==> src/rtl/alu_result_buffer_if.sv <==
// ---------------------------------------------------------------------------
// alu_result_buffer_if
// Bundles the ALU-result capture side, the feedback/status outputs and the
// readout handshake of alu_result_buffer.
//   slave  : the buffer (consumes ALUout/in_valid/clr/out_ready, drives the rest)
//   master : the environment (ALU + readout logic)
// Signals:
//   ALUout, in_valid, in_ready : producer side, push = in_valid & in_ready
//   clr                        : synchronous clear of FIFO, Q and flags
//   Q, B_fb                    : last accepted result, Q[3:0] fed back to ALU B
//   out_data, out_valid, out_ready : show-ahead FIFO head, pop = out_valid & out_ready
//   count, overflow            : occupancy and sticky lost/refused flag
// ---------------------------------------------------------------------------
interface alu_result_buffer_if #(
    parameter int W     = 8,
    parameter int DEPTH = 4
);
    logic [W-1:0]             ALUout;
    logic                     in_valid;
    logic                     in_ready;
    logic                     clr;
    logic [W-1:0]             Q;
    logic [3:0]               B_fb;
    logic [W-1:0]             out_data;
    logic                     out_valid;
    logic                     out_ready;
    logic [$clog2(DEPTH):0]   count;
    logic                     overflow;

    modport slave (
        input  ALUout, in_valid, clr, out_ready,
        output in_ready, Q, B_fb, out_data, out_valid, count, overflow
    );

    modport master (
        output ALUout, in_valid, clr, out_ready,
        input  in_ready, Q, B_fb, out_data, out_valid, count, overflow
    );
endinterface

==> src/rtl/alu_result_buffer.sv <==
// ---------------------------------------------------------------------------
// alu_result_buffer
// Downstream stage of the 4-bit ALU. Every accepted ALU result is latched in
// Q (Q[3:0] returns to the ALU B operand for accumulate-style chaining) and
// queued in a DEPTH-entry FIFO read out through a valid/ready handshake.
// Ports:
//   Clock   : system clock, rising edge
//   Reset_b : asynchronous active-low reset
//   bus     : alu_result_buffer_if.slave (see interface header)
// Optional build macro:
//   ALU_RESULT_BUF_DROP_OLDEST_EN - in_ready tied high; a push into a full
//   FIFO with no concurrent pop overwrites the oldest entry and sets overflow.
//   Undefined: pushes are refused while full and overflow records the refusal.
// ---------------------------------------------------------------------------
module alu_result_buffer #(
    parameter int DEPTH = 4,
    parameter int W     = 8
) (
    input  logic                Clock,
    input  logic                Reset_b,
    alu_result_buffer_if.slave  bus
);
    localparam int AW = $clog2(DEPTH);
    localparam int CW = AW + 1;

    typedef enum logic [1:0] {S_EMPTY, S_PARTIAL, S_FULL} state_t;

    state_t          state_q, state_d;
    logic [W-1:0]    mem [DEPTH];
    logic [AW-1:0]   wr_ptr_q, wr_ptr_d;
    logic [AW-1:0]   rd_ptr_q, rd_ptr_d;
    logic [CW-1:0]   count_q, count_d;
    logic [W-1:0]    q_q, q_d;
    logic            ovf_q, ovf_d;

    logic            full, in_ready, push, pop;

    // Flags come from the registered state only, so in_ready never depends
    // combinationally on out_ready.
    assign full = (state_q == S_FULL);

`ifdef ALU_RESULT_BUF_DROP_OLDEST_EN
    assign in_ready = 1'b1;
`else
    assign in_ready = ~full;
`endif

    assign push = bus.in_valid & in_ready;
    assign pop  = (state_q != S_EMPTY) & bus.out_ready;

    always_comb begin
        wr_ptr_d = wr_ptr_q;
        rd_ptr_d = rd_ptr_q;
        count_d  = count_q;
        q_d      = q_q;
        ovf_d    = ovf_q;
        state_d  = state_q;

        if (bus.clr) begin
            wr_ptr_d = '0;
            rd_ptr_d = '0;
            count_d  = '0;
            q_d      = '0;
            ovf_d    = 1'b0;
            state_d  = S_EMPTY;
        end else begin
            // Pointers are AW bits and DEPTH is a power of two: wrap is free.
            if (push) begin
                wr_ptr_d = wr_ptr_q + AW'(1);
                q_d      = bus.ALUout;
            end
            if (pop) rd_ptr_d = rd_ptr_q + AW'(1);

            case ({push, pop})
                2'b10:   count_d = count_q + CW'(1);
                2'b01:   count_d = count_q - CW'(1);
                default: count_d = count_q;
            endcase

`ifdef ALU_RESULT_BUF_DROP_OLDEST_EN
            // Overwrite the oldest entry: read side steps past it, occupancy holds.
            if (push && full && !pop) begin
                rd_ptr_d = rd_ptr_q + AW'(1);
                count_d  = count_q;
                ovf_d    = 1'b1;
            end
`else
            if (bus.in_valid && full) ovf_d = 1'b1;
`endif

            case (state_q)
                S_EMPTY:   if (push) state_d = S_PARTIAL;
                S_PARTIAL: begin
                    if (push && !pop && count_q == CW'(DEPTH - 1))
                        state_d = S_FULL;
                    else if (pop && !push && count_q == CW'(1))
                        state_d = S_EMPTY;
                end
                S_FULL:    if (pop && !push) state_d = S_PARTIAL;
                default:   state_d = S_EMPTY;
            endcase
        end
    end

    always_ff @(posedge Clock or negedge Reset_b) begin
        if (!Reset_b) begin
            state_q  <= S_EMPTY;
            wr_ptr_q <= '0;
            rd_ptr_q <= '0;
            count_q  <= '0;
            q_q      <= '0;
            ovf_q    <= 1'b0;
        end else begin
            state_q  <= state_d;
            wr_ptr_q <= wr_ptr_d;
            rd_ptr_q <= rd_ptr_d;
            count_q  <= count_d;
            q_q      <= q_d;
            ovf_q    <= ovf_d;
        end
    end

    // Storage is not reset; only occupancy decides what is visible.
    always_ff @(posedge Clock) begin
        if (push && !bus.clr) mem[wr_ptr_q] <= bus.ALUout;
    end

    assign bus.in_ready  = in_ready;
    assign bus.out_valid = (state_q != S_EMPTY);
    assign bus.out_data  = mem[rd_ptr_q];
    assign bus.Q         = q_q;
    assign bus.B_fb      = q_q[3:0];
    assign bus.count     = count_q;
    assign bus.overflow  = ovf_q;
endmodule

==> src/flat_wrapper.sv <==
// flat-port wrapper written by rule: the top's interface ports become plain ports
module alu_result_buffer_flat 
#(
    parameter int DEPTH = 4,
    parameter int W     = 8
)
  (Clock, Reset_b, bus_ALUout, bus_in_valid, bus_clr, bus_out_ready, bus_in_ready, bus_Q, bus_B_fb, bus_out_data, bus_out_valid, bus_count, bus_overflow);
  alu_result_buffer_if #(.W(W), .DEPTH(DEPTH)) bus_i ();
  input  logic Clock;
  input  logic Reset_b;
  input wire logic [$bits(bus_i.ALUout)-1:0] bus_ALUout;
  input wire logic [$bits(bus_i.in_valid)-1:0] bus_in_valid;
  input wire logic [$bits(bus_i.clr)-1:0] bus_clr;
  input wire logic [$bits(bus_i.out_ready)-1:0] bus_out_ready;
  output wire logic [$bits(bus_i.in_ready)-1:0] bus_in_ready;
  output wire logic [$bits(bus_i.Q)-1:0] bus_Q;
  output wire logic [$bits(bus_i.B_fb)-1:0] bus_B_fb;
  output wire logic [$bits(bus_i.out_data)-1:0] bus_out_data;
  output wire logic [$bits(bus_i.out_valid)-1:0] bus_out_valid;
  output wire logic [$bits(bus_i.count)-1:0] bus_count;
  output wire logic [$bits(bus_i.overflow)-1:0] bus_overflow;
  assign bus_i.ALUout = bus_ALUout;
  assign bus_i.in_valid = bus_in_valid;
  assign bus_i.clr = bus_clr;
  assign bus_i.out_ready = bus_out_ready;
  assign bus_in_ready = bus_i.in_ready;
  assign bus_Q = bus_i.Q;
  assign bus_B_fb = bus_i.B_fb;
  assign bus_out_data = bus_i.out_data;
  assign bus_out_valid = bus_i.out_valid;
  assign bus_count = bus_i.count;
  assign bus_overflow = bus_i.overflow;
  alu_result_buffer #(.DEPTH(DEPTH), .W(W)) u_core (.Clock(Clock), .Reset_b(Reset_b), .bus(bus_i));
endmodule
==> config.mk <==
export PLATFORM = sky130hd
export DESIGN_NAME = alu_result_buffer_flat
export DESIGN_NICKNAME = d
export VERILOG_FILES = /design/src/rtl/alu_result_buffer_if.sv /design/src/rtl/alu_result_buffer.sv /design/src/flat_wrapper.sv
export SDC_FILE = /design/constraint.sdc
export NUM_CORES = 1
export LEC_CHECK = 0
export CELL_PAD_IN_SITES_DETAIL_PLACEMENT = 0
export CELL_PAD_IN_SITES_GLOBAL_PLACEMENT = 1
export CORE_MARGIN = 3
export CORE_UTILIZATION = 48
export CTS_BUF_LIST = sky130_fd_sc_hd__clkbuf_4
export CTS_CLUSTER_DIAMETER = 150
export CTS_CLUSTER_SIZE = 28
export DETAILED_ROUTE_END_ITERATION = 16
export PLACE_DENSITY_LB_ADDON = 0.1
export SYNTH_ARGS = -nofsm -noshare
export SYNTH_HDL_FRONTEND = slang
export SYNTH_SLANG_ARGS = --single-unit
export TNS_END_PERCENT = 10
==> constraint.sdc <==
create_clock -name Clock -period 3 [get_ports Clock]
set_input_delay 0.3 -clock Clock [delete_from_list [all_inputs] [get_ports Clock]]
set_output_delay 0.3 -clock Clock [all_outputs]
set_load 0.01 [all_outputs]
# --- Word level (Yosys, flattened, before mapping) ---
# Memory sizes are Yosys's and may differ from the RTL's.
# Index checks and enable logic that the tools add are counted.
classes:
  add_sub_neg: 4
  eq_ne: 9
  muxes: 18
  bitwise: 3
  n_reduce_logical: 16
op_table:
  columns: ["op", "count"]
  rows:
  - ["two-way mux 2 bit", 9]
  - ["two-way mux 8 bit", 2]
  - ["nonzero test 2 bit", 4]
  - ["logical AND 1 bit", 6]
  - ["one-hot mux 2 bit (3 select lines)", 1]
  - ["one-hot mux 3 bit (2 select lines)", 1]
  - ["adder 2 x 1 -> 2 bit, second input constant", 2]
  - ["== test 2 x 1 -> 1 bit, second input constant", 2]
  - ["== test 2 bit, second input constant", 2]
  - ["two-way mux 1 bit", 4]
  - ["!= test 4 x 2 -> 1 bit, second input constant", 1]
  - ["adder 3 x 1 -> 3 bit, second input constant", 1]
  - ["== test 3 x 1 -> 1 bit, second input constant", 1]
  - ["== test 3 x 2 -> 1 bit, second input constant", 1]
  - ["zero test 1 bit", 3]
  - ["two-way mux 3 bit", 1]
  - ["!= test 3 x 2 -> 1 bit, second input constant", 1]
  - ["!= test 3 bit, second input constant", 1]
  - ["AND reduction 3 bit", 1]
  - ["nonzero test 3 bit", 1]
  - ["subtractor 3 x 1 -> 3 bit, second input constant", 1]
  - ["AND 1 bit", 2]
  - ["zero test 2 bit", 1]
  - ["inverter 1 bit", 1]
word_totals:
  reg_bits: 18
  ramBits: 32
  in_bits: 13
  out_inout_bits: 26
  mem_count: 1
mem_list:
  columns: ["name", "depth", "word_bits", "read_ports", "rd_clocked_by_memory_dff", "wr", "line", "rtl"]
  rows:
  - ["u_core.mem", 4, 8, 1, 0, 1, "alu_result_buffer.sv:29", "logic [W-1:0] mem [DEPTH];"]

# --- Depth between registers and ports, before layout ---
logic_depth:
  depth_word: 10
  ltp_mapped: 6

# --- Worst setup path before layout ---
# Ideal clock, no wire load.
synth_timing:
  kind: "register to register"
  start: "reg u_core.state_q[0]"
  end: "mem u_core.mem[0][0], enable pin"
  setup_time_ns: 0.332
  arrival_ns: 1.141
  path_slack_ns: 1.527
  path_stages_with_launch: 6
  synth_period_minus_slack_ns: 1.473
  cell_sequence: "dfrtp_1 -> buf_6 -> nand2b_1 -> nand2_1 -> nor2_1 -> and2_1"
synth_via:
  elab_chain_len: 6
synth_rtl:
  columns: ["element", "line", "rtl"]
  rows:
  - ["from (decl)", "alu_result_buffer.sv:28", "state_t state_q, state_d;"]
  - ["from (signal assigned)", "alu_result_buffer.sv:114", "state_q <= state_d;"]
  - ["== test 2 bit", "alu_result_buffer.sv:40", "assign full = (state_q == S_FULL);"]
  - ["inverter 1 bit", "alu_result_buffer.sv:45", "assign in_ready = ~full;"]
  - ["AND 1 bit", "alu_result_buffer.sv:48", "assign push = bus.in_valid & in_ready;"]
  - ["logical AND 1 bit", "alu_result_buffer.sv:125", "if (push && !bus.clr) mem[wr_ptr_q] <= bus.ALUout;"]
  - ["two-way mux 1 bit", "alu_result_buffer.sv:125", null]
  - ["two-way mux 1 bit (not written as such)", "alu_result_buffer.sv:125", null]
  - ["to (decl)", "alu_result_buffer.sv:29", null]
# No other way between the ends.

# --- Worst setup path after layout ---
layout_timing:
  start: "reg u_core.rd_ptr_q[0]"
  end: "out bus_out_data[5]"
layout_via:
  elab_chain_len: 1
layout_rtl:
  columns: ["element", "line", "rtl"]
  rows:
  - ["from (decl)", "alu_result_buffer.sv:31", "logic [AW-1:0] rd_ptr_q, rd_ptr_d;"]
  - ["from (signal assigned)", "alu_result_buffer.sv:116", "rd_ptr_q <= rd_ptr_d;"]
  - ["memory read (4 x 8 bit)", null, null]
  - ["to (decl)", "flat_wrapper.sv:18", "output wire logic [$bits(bus_i.out_data)-1:0] bus_out_data;"]
# No other way between the ends.

==> impl_metrics.env <==
export IMPL_ant_nets=0
export IMPL_max_clock_freq_ghz=0.3988
export IMPL_syn_to_final_growth_pct=21.38
export IMPL_synth_cell_type_count=32
export IMPL_clkPwrFrac=0.317
export IMPL_post_cts_setup_buffer_count=0
export IMPL_swShare=0.2231
export IMPL_r2r_cells=4
export IMPL_dp_cells=239
export IMPL_die_area_um2=5552
export IMPL_grt_pass1_wl_um=7065
export IMPL_synth_most_common_cell="edfxtp_1"
export IMPL_arrival_ns=2.21
export IMPL_synthCells=160
export IMPL_cts_tree="yes"
export IMPL_p_per_area_nw_per_um2=529.8
export IMPL_clkTransAtPathRegs_ns=0.14
export IMPL_synth_commonest_cells="edfxtp_1 (32), dfrtp_1 (18), a21oi_1 (13)"
export IMPL_nNetsFinal=215
export IMPL_ir_worst_vdd_mv=0.2476
export IMPL_path_max_fanout=10
export IMPL_fin_crit_sh=0.8359
export IMPL_drc_errors=0
export IMPL_worstMarginPinSlew_ns=0.8806
export IMPL_synth_edf_count=32
export IMPL_cts_resized=0
export IMPL_power_leakage_nw=1.019
export IMPL_vias=1377
export IMPL_synth_top_area_share=0.4264
export IMPL_ys_seq_area_frac=0.6263
export IMPL_yosysTopAreaCell="edfxtp_1"
export IMPL_criticalPathCategory="reg2out"
export IMPL_initial_core_util=0.5070
export IMPL_cp_required_ns=2.70
export IMPL_power_share_combinational=0.139
export IMPL_grt_overflow_total=0
export IMPL_ys_warn_count=0
export IMPL_worstReg2RegEnd="u_core.mem[1][1]"
export IMPL_regToRegStartpoint="u_core.state_q[0]"
export IMPL_worstHoldPathType="in2async"
export IMPL_dp_hpwl_um=3229
export IMPL_async_flop_share=0.3600
export IMPL_num_rows=24
export IMPL_holdWs_ns=0.4197
export IMPL_cts_buffers=5
export IMPL_grt_usage=0.1744
export IMPL_drt_iter0_drc=79
export IMPL_syn_num_nets=181
export IMPL_end_kind="output port"
export IMPL_finalHoldViolCount=0
export IMPL_clockBufferDepth=2
export IMPL_synth_cell_area_um2=2253
export IMPL_via_per_inst=5.575
export IMPL_routedWlPerCell_um=18.31
export IMPL_io_buffers=38
export IMPL_antenna_found_initial=0
export IMPL_routed_wl_um=4522
export IMPL_grt_max_degree=21
export IMPL_ys_flop_type="edfxtp_1"
export IMPL_setup_viol=0
export IMPL_dieHeight_um=74.52
export IMPL_p_seq_frac=0.544
export IMPL_fin_skew_ns=0.01261
export IMPL_clkSinkCount=50
export IMPL_stdcell_count=247
export IMPL_tns_ns=0
export IMPL_slew_viol_final=0
export IMPL_finalCriticalPeriod_ns=2.508
export IMPL_avgSynthCellArea_um2=14.08
export IMPL_core_um2=4444
export IMPL_critPathLaunchType="flop"
export IMPL_fp_dieW_um=74.52
export IMPL_drive_gt1_frac=0.1436
export IMPL_rsz0062_at_grt="no"
export IMPL_dr_pass1_iters=4
export IMPL_gp_congestion=0.7524
export IMPL_clk_latency_ns=0.36
export IMPL_htree_levels=2
export IMPL_n_antenna_cell=0
export IMPL_status="finished clean"
export IMPL_grt_pass1_vias=1385
export IMPL_yosys_register_bits=50
export IMPL_io_pins=39
export IMPL_synthTopCellsByArea="edfxtp_1 (43%), dfrtp_1 (20%), mux4_2 (8.0%)"
export IMPL_r2r_slack_ns=1.04
export IMPL_cts_hold_buffers=0
export IMPL_maxCapViolCount=0
export IMPL_relSlewSlack=0.4111
export IMPL_switchingPower_w=0.0003233
export IMPL_cts_root_buf="clkbuf_4"
export IMPL_internal_power_w=0.001126
==> kinds of logic after synthesis <==
| logic type | Yosys count | synth area share |
|---|---|---|
| xor gates and xnor gates | 4 | 0.01555 |
| AOI/OAI and AO/OA | 25 | 0.08385 |
| buffers and inverters | 22 | 0.05387 |
| and+or+nand+nor | 42 | 0.08940 |
| adders and majority gates | 8 | 0.04442 |
| DFF | 50 | 0.6263 |
| muxes | 9 | 0.08662 |
==> through the flow <==
stage            util  setup slack (ns)  area (µm²)   power, W
2_1_floorplan       -             1.527        2253  0.0009100
3_3_place_gp   0.5926            0.9259        2634  0.0009991
3_5_place_dp   0.5926            0.8459        2634   0.001007
4_1_cts        0.6154            0.4216        2735   0.001465
5_1_grt        0.6154            0.3637        2735   0.001510
6_report       0.6154            0.4922        2735   0.001449
==> cell type report <==
| cell class | count | area, µm² |
|---|---|---|
| clock buffers | 5 | 37.54 |
| clock inverters | 3 | 63.81 |
| fillers | 373 | 1709 |
| inverters | 7 | 26.28 |
| multi-input cells | 88 | 720.7 |
| flip-flops and latches | 50 | 1411 |
| well taps | 52 | 65.06 |
| repair buffers | 42 | 410.4 |
==> flip-flops by register name (all words and copies together) (netlist names) <==
name	count
u_core.mem	32
u_core.bus.Q	8
u_core.bus.count	3
u_core.rd_ptr_q	2
u_core.state_q	2
u_core.wr_ptr_q	2
u_core.bus.overflow	1
==> power groups by stage <==
stage / registers, W / clock network (W) / logic, W
2_1_floorplan: 0.000794 / 0 / 0.000116
3_3_place_gp: 0.000801 / 0 / 0.000199
3_5_place_dp: 0.000804 / 0 / 0.000204
4_1_cts: 0.000789 / 0.000472 / 0.000205
5_1_grt: 0.000793 / 0.000497 / 0.000220
6_report: 0.000788 / 0.000460 / 0.000201
==> per-layer routing <==
layer | routed length, µm | global-route usage | vias up
li1 | - | - | 645
met1 | 2012 | 0.2301 | 691
met2 | 2263 | 0.2907 | 37
met3 | 201 | 0.04054 | 4
met4 | 44 | 0.04743 | 0
met5 | 0 | 0 | -
==> placed cells by master, fill, tap and decap left out, drive strengths merged, types with 2 or more instances in the layout <==
cell / count
a211oi: 3
dfrtp: 18
ha: 8
buf: 4
nand3: 12
nand2b: 2
edfxtp: 32
clkbuf: 5
o21ai: 2
a21oi: 13
xor2: 2
a211o: 2
clkdlybuf4s50: 38
and2: 4
or2: 3
nor2: 8
xnor2: 2
inv: 7
mux4: 8
nand2: 11
bufinv: 2
==> critical path, stage by stage, from the launching register on <==
cell,delay (ns)
dfrtp_1,0.77
mux4_2,0.59
clkdlybuf4s50_1,0.49
==> how the worst max path moves through the flow <==
stage                       endpoint  slack (ns)  depth (start not counted)               start
finish               bus_out_data[5]        0.49                          2  u_core.rd_ptr_q[0]
global route         bus_out_data[5]        0.36                          2  u_core.rd_ptr_q[0]
CTS                  bus_out_data[5]        0.42                          2  u_core.rd_ptr_q[0]
detailed placement   bus_out_data[5]        0.85                          2  u_core.rd_ptr_q[0]
global placement     bus_out_data[7]        0.93                          2  u_core.rd_ptr_q[0]
floorplan           u_core.mem[0][0]        1.53                          5   u_core.state_q[0]
Power figures use the tool's default switching activity.
